File: src/rtl/adder_pkg.sv
// adder_pkg: widths, operand/sum types and the lookahead carry helper
// shared by adder_5b (ADDER_CLA_EN selects lookahead carries in the top).
package adder_pkg;

  localparam int OPW  = 5;
  localparam int SUMW = 6;

  typedef logic [OPW-1:0]  operand_t;
  typedef logic [SUMW-1:0] sum_t;

  // Flat sum-of-products carries: c[i+1] = g[i] | p[i]g[i-1] | ... | p[i..0]cin.
  // Returns {c5..c0}, with c0 = cin.
  function automatic sum_t cla_carry(
    input operand_t g,
    input operand_t p,
    input logic     cin
  );
    sum_t c;
    logic acc;
    logic pp;
    c    = '0;
    c[0] = cin;
    for (int i = 0; i < OPW; i++) begin
      acc = g[i];
      pp  = p[i];
      for (int j = i - 1; j >= 0; j--) begin
        acc = acc | (pp & g[j]);
        pp  = pp & p[j];
      end
      acc      = acc | (pp & cin);
      c[i + 1] = acc;
    end
    return c;
  endfunction

endpackage

File: src/rtl/full_adder.sv
// full_adder: one-bit sum and carry cell used by the ripple build
// of adder_5b.
module full_adder (
  input  logic a,
  input  logic b,
  input  logic ci,
  output logic s,
  output logic co
);

  logic w_p;

  assign w_p = a ^ b;
  assign s   = w_p ^ ci;
  assign co  = (a & b) | (ci & w_p);

endmodule

File: src/rtl/adder_5b.sv
// adder_5b: 5b+5b unsigned adder, bit ports, plus a registered copy.
// Define ADDER_CLA_EN for lookahead carries; default is a ripple chain.
import adder_pkg::*;

module adder_5b (
  input  logic       clk,
  input  logic       rst,
  input  logic       a4,
  input  logic       a3,
  input  logic       a2,
  input  logic       a1,
  input  logic       a0,
  input  logic       b4,
  input  logic       b3,
  input  logic       b2,
  input  logic       b1,
  input  logic       b0,
  output logic       q5,
  output logic       q4,
  output logic       q3,
  output logic       q2,
  output logic       q1,
  output logic       q0,
  output logic [5:0] sum_r
);

  operand_t w_a;
  operand_t w_b;
  operand_t w_s;
  sum_t     w_c;
  sum_t     w_sum;
  sum_t     r_sum;

  assign w_a = {a4, a3, a2, a1, a0};
  assign w_b = {b4, b3, b2, b1, b0};

`ifdef ADDER_CLA_EN
  operand_t w_g;
  operand_t w_p;

  assign w_g = w_a & w_b;
  assign w_p = w_a ^ w_b;
  assign w_c = cla_carry(w_g, w_p, 1'b0);
  assign w_s = w_p ^ w_c[OPW-1:0];
`else
  assign w_c[0] = 1'b0;

  for (genvar gi = 0; gi < OPW; gi++) begin : g_fa
    full_adder u_fa (
      .a  (w_a[gi]),
      .b  (w_b[gi]),
      .ci (w_c[gi]),
      .s  (w_s[gi]),
      .co (w_c[gi + 1])
    );
  end
`endif

  assign w_sum = {w_c[OPW], w_s};
  assign {q5, q4, q3, q2, q1, q0} = w_sum;
  assign sum_r = r_sum;

  // Capture the combinational sum each edge; async reset clears it.
  always_ff @(posedge clk or posedge rst) begin
    if (rst) begin
      r_sum <= '0;
    end else begin
      r_sum <= w_sum;
    end
  end

endmodule

File: config.mk
export PLATFORM = sky130hd
export DESIGN_NAME = adder_5b
export DESIGN_NICKNAME = d
export VERILOG_FILES = /design/src/rtl/adder_pkg.sv /design/src/rtl/full_adder.sv /design/src/rtl/adder_5b.sv
export SDC_FILE = /design/constraint.sdc
export NUM_CORES = 1
export LEC_CHECK = 0
export ABC_AREA = 0
export BUFFER_PORTS_ARGS = -buffer_cell sky130_fd_sc_hd__buf_2
export CAP_MARGIN = 10
export CORE_AREA = 2 2 39 41
export CTS_CLUSTER_SIZE = 40
export DETAILED_ROUTE_END_ITERATION = 6
export DIE_AREA = 0 0 41 43
export GPL_ROUTABILITY_DRIVEN = 0
export PLACE_DENSITY = 0.47
export SLEW_MARGIN = 20
export SYNTH_ARGS = -nofsm -noshare
export SYNTH_HDL_FRONTEND = slang
export SYNTH_SLANG_ARGS = --single-unit
File: constraint.sdc
create_clock -name clk -period 2.4 [get_ports clk]
set_input_delay 0.24 -clock clk [delete_from_list [all_inputs] [get_ports clk]]
set_output_delay 0.24 -clock clk [all_outputs]
set_load 0.01 [all_outputs]
==> Flow_metrics.wiki <==
{| class="wikitable"
! Metric !! Value
|-
| Area of the multi-input gates || around 110 sq um
|-
| Register area || about 150 sq um
|-
| Result of the run || finished, final reports clean
|-
| Number of endpoints failing setup at the final stage || 0
|-
| Overall track demand over capacity in global routing || 0.0822
|-
| Number of CTS-inserted buffers || 3
|-
| Number of antenna violations at the first check in global routing || 0
|-
| Slew at the pin closest to its max-slew limit || about 0.22 ns
|-
| Slowest cell on the critical path || fa_1
|-
| Critical Path Start Type || input pin
|-
| Reg clk slew, reported paths || around 0.04 ns
|-
| RSZ-0062 raised after global routing || true
|-
| Die Span Y || 43 um
|-
| End point of the most critical hold path || sum_r[0]$_DFF_PP0_
|-
| Placed Area || a little over 400 sq um
|-
| Number of DRC violations after detailed routing || 0
|-
| Final wirelength || 639 um
|-
| Post-Route M1 WL || approximately 230 um
|-
| H-tree levels || 1
|-
| Setup CP Type || input pin to output port
|-
| CTS Buffer Depth || 2
|-
| Leakage power || roughly 0.28 nW
|-
| Peak VDD IR || 0.206 mV
|-
| Via Count || about 250
|-
| Detailed Route Iter0 Violations || 1
|-
| Worst setup slack after layout || roughly 0.0054 ns
|-
| Kind of capture point of the worst setup path || output port
|-
| Number of iterations in the first detailed-routing pass || 2
|-
| Crit path max fanout || 2
|-
| Primary FF master, synth || dfrtp_1
|-
| Fmax || roughly 0.42 GHz
|-
| Cell-by-cell listing of the critical path || buf_6 -> ha_4 -> fa_2 -> fa_2 -> fa_2 -> inv_2 -> fa_1 -> inv_1 -> buf_2
|-
| Number of placed I/O pins || 24
|-
| Avg Inst Size Synth || around 16 sq um
|-
| Delay-heaviest family, CP || adder cells
|-
| Post-layout utilization of the core || 0.372
|-
| Net count after synthesis || 34
|-
| Reported max-cap violation count || 0
|-
| DR WL met3 || between 100 and 150 um
|-
| Proportion of layout cells with a drive suffix above 1 || 0.740
|-
| DP HPWL || approximately 500 um
|-
| Area of all placed cells without fillers || 514 sq um
|-
| Max reg flops || 6
|-
| Relative slew slack || 0.855
|-
| Pin count of the biggest net entering global routing || 7
|-
| CTS tree || built
|-
| Most area-hungry cell type in the Yosys netlist || dfrtp_1
|-
| Root buf cell || clkbuf_4
|-
| Antenna viol nets, final || 0
|-
| Post-layout nets || around 70
|-
| Total inserted antenna cells || 0
|-
| Area grow syn2layout || 93.9%
|-
| Mean number of vias per cell || around 3.7
|-
| Area of the die || approximately 1800 sq um
|-
| Number of failing hold endpoints at the final stage || 0
|-
| Post-synthesis cell count || 17
|-
| Filler cell count || about 140
|-
| Hold Worst Slack || 0.228 ns
|-
| CP Data Required Time || ~2.2 ns
|-
| Number of unique standard cell types used by synthesis || 4
|-
| Share of flip-flops with an asynchronous set or reset || 1.00
|-
| Cells taking the most area after synthesis || dfrtp_1 (57%), fa_1 (30%), inv_1 (8.5%)
|-
| Initial Utilization || 0.192
|-
| Cells on Worst Hold Path || 2
|-
| Area of the core || between 1000 and 1500 sq um
|-
| Global-route wire length before repair || 876 um
|-
| Final Slew Violations || 0
|-
| Period utilization || 0.998
|-
| Share of the synthesized area in the top cell type || 0.566
|-
| Commonest cells in the synthesized netlist || dfrtp_1 (6), inv_1 (6), fa_1 (4), ha_1 (1)
|-
| Placement-stage worst setup slack || -0.191 ns
|-
| Flip-flop and latch count after synthesis || 6
|-
| Total power per unit cell area || 648 nW/um^2
|-
| Ys Warns || 0
|-
| Shortest clock period the worst path allows after layout || around 2.4 ns
|-
| Met2 layer wire length in the routed design || roughly 300 um
|-
| GRT overflow || 0
|-
| Port buffer count || 23
|-
| EDFF count, synth || 0
|-
| Largest stage delay, worst path || 0.39 ns
|-
| WP data arrival || ~2.2 ns
|-
| Min-Delay Startpoint || b0
|-
| DR top layer || met3
|-
| Wire length per cell || 9.68 um
|-
| Cell Area, Synth || 265 sq um
|-
| Sequential element share of the synthesized area || 0.566
|-
| Class of the tightest hold or removal check || input pin to flip-flop
|-
| Die width || roughly 41 um
|-
| Number of standard-cell rows in the floorplan || 14
|-
| Number of buffer and inverter stages on the critical path || 4
|-
| Via count of the first global-routing pass || 220
|-
| Count of clock tree sinks || 6
|-
| Cell with the most instances on the worst path || fa_2
|}
[worst max-delay path by stage]
stage                     start  endpoint  slack [ns]  cells after the start
after global placement       a0        q4       -0.19                      9
after CTS                    a0        q4       -0.05                      9
after global routing         a0        q4       -0.04                      9
final                        a0        q4       0.005                      9
after floorplan              a0        q4        0.06                      7
after detailed placement     a0        q4       -0.19                      9
[cells by family (layout without fill, tap and decap cells)]
logic type	count (synthesis)	after routing	share of synthesized area
fa+ha+maj	5	5	0.349
buf+inv	6	39	0.0849
flops	6	6	0.566
[layout make-up]
class | count | share of cell area
multi-input cells | 5 | 0.219
clock buffers | 3 | 0.0438
inverters | 6 | 0.0438
flip-flops and latches | 6 | 0.292
repair buffers | 30 | 0.363
well taps | 16 | 0.0389
[power breakdown]
| part | internal, mW | switching [mW] | total, mW |
|---|---|---|---|
| clock | 0.0564 | 0.0342 | 0.0906 |
| sequential | 0.117 | 0.00290 | 0.120 |
| combinational | 0.0682 | 0.0547 | 0.123 |
[per-layer routing]
layer / vias to the layer above / track usage
met1: 109 / 0.0833
met4: 0 / 0.0600
met5: - / 0
met3: 0 / 0.0524
met2: 23 / 0.116
li1: 113 / -
[cells in the final DEF (no fill, tap or decap), drive strengths merged]
cell type / count
inv: 6
ha: 1
dfrtp: 6
clkbuf: 3
fa: 4
buf: 29
dlygate4sd3: 1
[metrics by stage]
| step | instances | setup TNS (ns) | power, mW |
|---|---|---|---|
| 5_1_grt | 66 | -0.0658 | 0.363 |
| 2_1_floorplan | 17 | 0 | 0.163 |
| 3_5_place_dp | 57 | -0.191 | 0.211 |
| 4_1_cts | 66 | -0.0520 | 0.340 |
| 6_report | 66 | 0 | 0.333 |
| 3_3_place_gp | 57 | -0.186 | 0.209 |
[timing repair]
item                                    CTS  global route
endpoints found under the setup margin    1             2
setup buffers                             5             0
resized for setup                         9             0
pin swaps                                 2             2
hold buffers                              1             0
endpoints found under the hold margin     6             0
No activity file was read; power rests on OpenSTA's default activity.
